==> src/rtl/alu_sweep_gen.sv <==
// Exhaustive ALU sweep generator: steps op/a/b through every combination,
// waits SETTLE cycles per vector and streams {alu_flags, alu_o} out.
module alu_sweep_gen #(
  parameter int WIDTH         = 8,
  parameter int OP_BITS       = 5,
  parameter int SETTLE        = 10,
  parameter int OPS_PER_BLOCK = 4
) (
  input  logic                 clk,
  input  logic                 _reset,
  input  logic                 start,
  input  logic                 abort,
  output logic [WIDTH-1:0]     alu_a,
  output logic [WIDTH-1:0]     alu_b,
  output logic [OP_BITS-1:0]   alu_op,
  input  logic [WIDTH-1:0]     alu_o,
  input  logic [7:0]           alu_flags,
  output logic [8+WIDTH-1:0]   out_data,
  output logic                 out_valid,
  input  logic                 out_ready,
  output logic                 out_last_block,
  output logic [OP_BITS-1:0]   out_block,
  output logic                 busy,
  output logic                 done
);

  localparam int CW     = (SETTLE > 1) ? $clog2(SETTLE) : 1;
  localparam int BLK_SH = $clog2(OPS_PER_BLOCK);
  localparam logic [OP_BITS-1:0] BLK_MASK = OP_BITS'(OPS_PER_BLOCK - 1);

  typedef enum logic [1:0] {S_IDLE, S_SETTLE, S_EMIT, S_ADVANCE} state_t;

  state_t        state, state_nx;
  logic [CW-1:0] cnt;
  logic          a_max, b_max, op_max, last_word, settle_done, done_nx;

  assign a_max     = &alu_a;
  assign b_max     = &alu_b;
  assign op_max    = &alu_op;
  assign last_word = a_max & b_max & op_max;

  assign out_valid = (state == S_EMIT);
  assign busy      = (state != S_IDLE);

  always_ff @(posedge clk or negedge _reset) begin
    if (!_reset) state <= S_IDLE;
    else         state <= state_nx;
  end

  // abort overrides every other transition, including an EMIT transfer
  always_comb begin
    state_nx    = state;
    settle_done = 1'b0;
    done_nx     = 1'b0;
    case (state)
      S_IDLE:    if (start && !abort) state_nx = S_SETTLE;
      S_SETTLE:  if (abort) state_nx = S_IDLE;
                 else if (cnt == CW'(SETTLE - 1)) begin
                   settle_done = 1'b1;
                   state_nx    = S_EMIT;
                 end
      S_EMIT:    if (abort) state_nx = S_IDLE;
                 else if (out_ready) state_nx = S_ADVANCE;
      S_ADVANCE: if (abort) state_nx = S_IDLE;
                 else if (last_word) begin
                   state_nx = S_IDLE;
                   done_nx  = 1'b1;
                 end else state_nx = S_SETTLE;
      default:   state_nx = S_IDLE;
    endcase
  end

  always_ff @(posedge clk or negedge _reset) begin
    if (!_reset) begin
      alu_a          <= '0;
      alu_b          <= '0;
      alu_op         <= '0;
      cnt            <= '0;
      out_data       <= '0;
      out_last_block <= 1'b0;
      out_block      <= '0;
      done           <= 1'b0;
    end else begin
      done <= done_nx;
      if (state == S_IDLE && start && !abort) begin
        alu_a  <= '0;
        alu_b  <= '0;
        alu_op <= '0;
        cnt    <= '0;
      end
      if (state == S_SETTLE && !abort) cnt <= cnt + 1'b1;
      if (settle_done) begin
        out_data       <= {alu_flags, alu_o};
        out_last_block <= a_max & b_max & ((alu_op & BLK_MASK) == BLK_MASK);
        out_block      <= alu_op >> BLK_SH;
      end
      // b innermost, op outermost; the final word never wraps op
      if (state == S_ADVANCE && !abort && !last_word) begin
        cnt   <= '0;
        alu_b <= alu_b + 1'b1;
        if (b_max) begin
          alu_a <= alu_a + 1'b1;
          if (a_max) alu_op <= alu_op + 1'b1;
        end
      end
    end
  end

endmodule

==> config.mk <==
export PLATFORM = sky130hd
export DESIGN_NAME = alu_sweep_gen
export DESIGN_NICKNAME = d
export VERILOG_FILES = /design/src/rtl/alu_sweep_gen.sv
export SDC_FILE = /design/constraint.sdc
export NUM_CORES = 1
export LEC_CHECK = 0
export CORE_AREA = 2 2 74 76
export DETAILED_ROUTE_END_ITERATION = 8
export DIE_AREA = 0 0 76 78
export PLACE_DENSITY = 0.76
export SLEW_MARGIN = 20
export SYNTH_ARGS = -nofsm -noshare
export SYNTH_HDL_FRONTEND = slang
export SYNTH_SLANG_ARGS = --single-unit
==> constraint.sdc <==
create_clock -name clk -period 2.7 [get_ports clk]
set_input_delay 0.27 -clock clk [delete_from_list [all_inputs] [get_ports clk]]
set_output_delay 0.27 -clock clk [all_outputs]
set_load 0.02 [all_outputs]
==> metrics.md <==
| Metric | Value |
|---|---|
| # fillers | `roughly 450` |
| Max IR drop VDD | `0.325 mV` |
| Flip-flop and latch count after synthesis | `48` |
| Hold_buf cts | `0` |
| Row count | `26` |
| Residual antenna-violating net count after detailed routing | `0` |
| Remaining global-route overflow | `0` |
| Area grow syn2layout | `34.3%` |
| Warnings, synthesis | `0` |
| I/O pin total | `67` |
| Post-layout utilization of the core | `0.623` |
| Data required time of the critical path | `approximately 2.9 ns` |
| Maximum number of pins on one net before global-route repair | `~50` |
| Slew of the pin with the lowest slew margin | `0.599 ns` |
| Wire per inst | `around 14 um` |
| Antenna violations before repair | `0` |
| Max-cap violations | `0` |
| Cell Area, Placed | `just over 3000 um^2` |
| Initial Util | `0.464` |
| Cell type of the slowest stage on the worst timing path | `or4_4` |
| Total global routing track utilization | `0.173` |
| Nets@finish | `between 300 and 400` |
| Startpoint class of the critical path | `flop` |
| CTS resizes | `0` |
| Router iterations before antenna repair | `4` |
| Arrival time worst endpoint | `~2.5 ns` |
| Setup violation total in the final timing report | `0` |
| Die area | `slightly below 6000 um^2` |
| Area of the mapped netlist | `approximately 2300 um^2` |
| Via total after detailed routing | `1869` |
| Flip-flop and latch area | `between 1000 and 1500 um^2` |
| Buffers inserted by post-CTS timing repair | `0` |
| Final Skew | `0.00215 ns` |
| Worst Path Class, Setup | `flop to flop` |
| Vias in the first global route | `roughly 1700` |
| Fraction of the yosys area taken by sequential cells | `0.514` |
| Worst hold-check path type | `input port to asynchronous set/reset pin` |
| Clock-pin transition on the worst setup and hold timing paths | `~0.080 ns` |
| Latest clock arrival within the worst-skew pair | `roughly 0.30 ns` |
| Top achievable clock speed | `~430 MHz` |
| Result of the run | `finished, final reports clean` |
| Largest driver fanout on the critical path | `10` |
| Number of buffer cells added on primary ports | `64` |
| Syn Inst Count | `220` |
| Cell-by-cell listing of the critical path | `ha_1, and3_1, ha_1, nand4_1, or4_4, a21oi_2, nand3_1, o21ai_0` |
| Multi-input logic area | `about 1100 um^2` |
| Setup TNS | `0 ns` |
| Leak | `about 0.0014 uW` |
| Antenna diode instance count | `0` |
| Longest Clk Path Bufs | `2` |
| Per-cell via count in the routed design | `roughly 5.2` |
| Family with the most delay on the worst path | `simple AND/OR/NAND/NOR gates` |
| Leading cell type in the layout, fill and taps excluded | `clkdlybuf4s50_1` |
| Width of the chip | `76 um` |
| Longest individual stage delay on the worst path | `between 0.4 and 0.5 ns` |
| DRT Wirelength | `4940 um` |
| Y dimension of the die | `78 um` |
| First DRT Iteration DRCs | `about 130` |
| Final hold viol count | `0` |
| Number of buffers created by CTS | `5` |
| Clock tree from TritonCTS | `built` |
| HPWL after detailed placement | `between 3000 and 4000 um` |
| Setup repair after global routing missed its margin | `no` |
| DRC errors left | `0` |
| Most frequent cells in the layout | `63 x clkdlybuf4s50_1, 48 x dfrtp_1, 22 x nand2_1` |
| Number of max-slew violations in the final report | `0` |
| RePlAce Congestion | `between 0.8 and 0.9` |
| Core area | `5040 um^2` |
| Wire length of the first global-routing pass | `just over 8000 um` |
| Clk sink count | `48` |
| Share of post-route cells with drive strength above 1 | `0.149` |
| Per-instance average area after synthesis | `between 10 and 15 um^2` |
| Power density cells | `roughly 410 nW/um^2` |
| Nature of the critical path endpoint | `flop` |
| Most frequent cell on the critical path | `ha_1` |
| Htree depth | `2` |
| Final critical delay including setup and external delays | `between 2 and 2.5 ns` |
| Remaining max-slew budget at the tightest pin | `0.601` |
| Layout Cell Area excl Fill | `roughly 3100 um^2` |
| Distinct cell type count after synthesis | `40` |
| Root buffer cell | `clkbuf_8` |
| CP Buf/Inv Count | `0` |
| Crit share post-route | `0.853` |
[where the power goes]
part           total, uW  internal (uW)  switching [uW]  leakage (uW)
Clock                435            209             226     0.0000455
Combinational        108           53.8            54.5      0.000712
Sequential           751            733            17.3      0.000668
Total               1290            996             298       0.00142
[Yosys cell counts (all sizes together)]
cell     count  share of area
nor3b        4          0.015
nor3         5          0.011
nand2b       3         0.0080
nand3       20          0.045
mux2        19          0.092
inv          7          0.011
or3          4          0.011
o2bb2ai      1         0.0037
nand4        4          0.011
a31o         3          0.011
nand2       22          0.035
a21o         3         0.0096
xor2         1         0.0037
or4          2         0.0080
buf          6          0.018
nor4         1         0.0027
ha           6          0.032
and3         5          0.013
a21oi        5          0.016
nor2        12          0.019
o211ai       2         0.0064
or2          3         0.0080
or3b         2         0.0075
mux2i        6          0.026
dfrtp       48           0.51
nor2b        1         0.0027
a31oi        4          0.011
o21ai       12          0.026
conb         1         0.0016
xnor2        2         0.0075
nand3b       2         0.0064
a211o        1         0.0037
clkbuf       3         0.0048
[kinds of logic (layout without fill, tap and decap cells)]
kind of cell | Yosys count | count (layout) | share of synthesized area
compound gates | 31 | 31 | 0.0867
xor+xnor | 3 | 3 | 0.0112
fa+ha+maj | 6 | 6 | 0.0321
buf+inv | 16 | 84 | 0.0337
flops | 48 | 48 | 0.514
mux | 25 | 25 | 0.117
other cells | 1 | 2 | 0.00160
simple gates | 90 | 90 | 0.203
[per-layer routing]
metal | routed length, um | vias to the layer above | track usage | part of all wire
met2 | 2370 | 39 | 0.278 | 0.48
met4 | 51 | 0 | 0.0436 | 0.010
met5 | 0 | - | 0 | 0
met3 | 210 | 6 | 0.0407 | 0.042
li1 | - | 913 | - | -
met1 | 2310 | 911 | 0.237 | 0.47
[worst paths after layout]
| path | slack (ns) | start | cells after the start | endpoint |
|---|---|---|---|---|
| max reg2reg | 0.40 | alu_op[0] | 8 | cnt[1] |
| max in group asynchronous | 2.24 | _reset | 2 | out_data[1] |
| min in group clk | 0.51 | out_block[0] | 1 | out_block[0] |
| min reg2reg | 0.51 | out_block[0] | 1 | out_block[0] |
| max | 0.40 | alu_op[0] | 8 | cnt[1] |
| min | 0.06 | _reset | 2 | alu_b[6] |
[state kept, by name (all words and copies together) (netlist names)]
| signal | flops |
|---|---|
| out_last_block | 1 |
| done | 1 |
| alu_b | 8 |
| alu_op | 5 |
| out_block | 3 |
| alu_a | 8 |
| state | 2 |
| cnt | 4 |
| out_data | 16 |
[layout make-up]
class	instances	area share
Clock buffer	8	0.0287
Multi-Input combinational cell	157	0.338
Sequential cell	48	0.383
Tap cell	70	0.0279
Inverter	7	0.00837
Timing Repair Buffer	69	0.214
[stage by stage]
stage / worst slack, ns / power [uW] / std cells / hold WS, ns
final: 0.398 / 1290 / 359 / 0.0629
after global routing: 0.272 / 1350 / 359 / 0.122
after CTS: 0.380 / 1310 / 359 / 0.0832
after global placement: 0.403 / 871 / 351 / 0.407
after floorplan: 0.579 / 811 / 221 / -0.0256
after detailed placement: 0.385 / 875 / 351 / 0.408
Power figures use the tool's default switching activity.
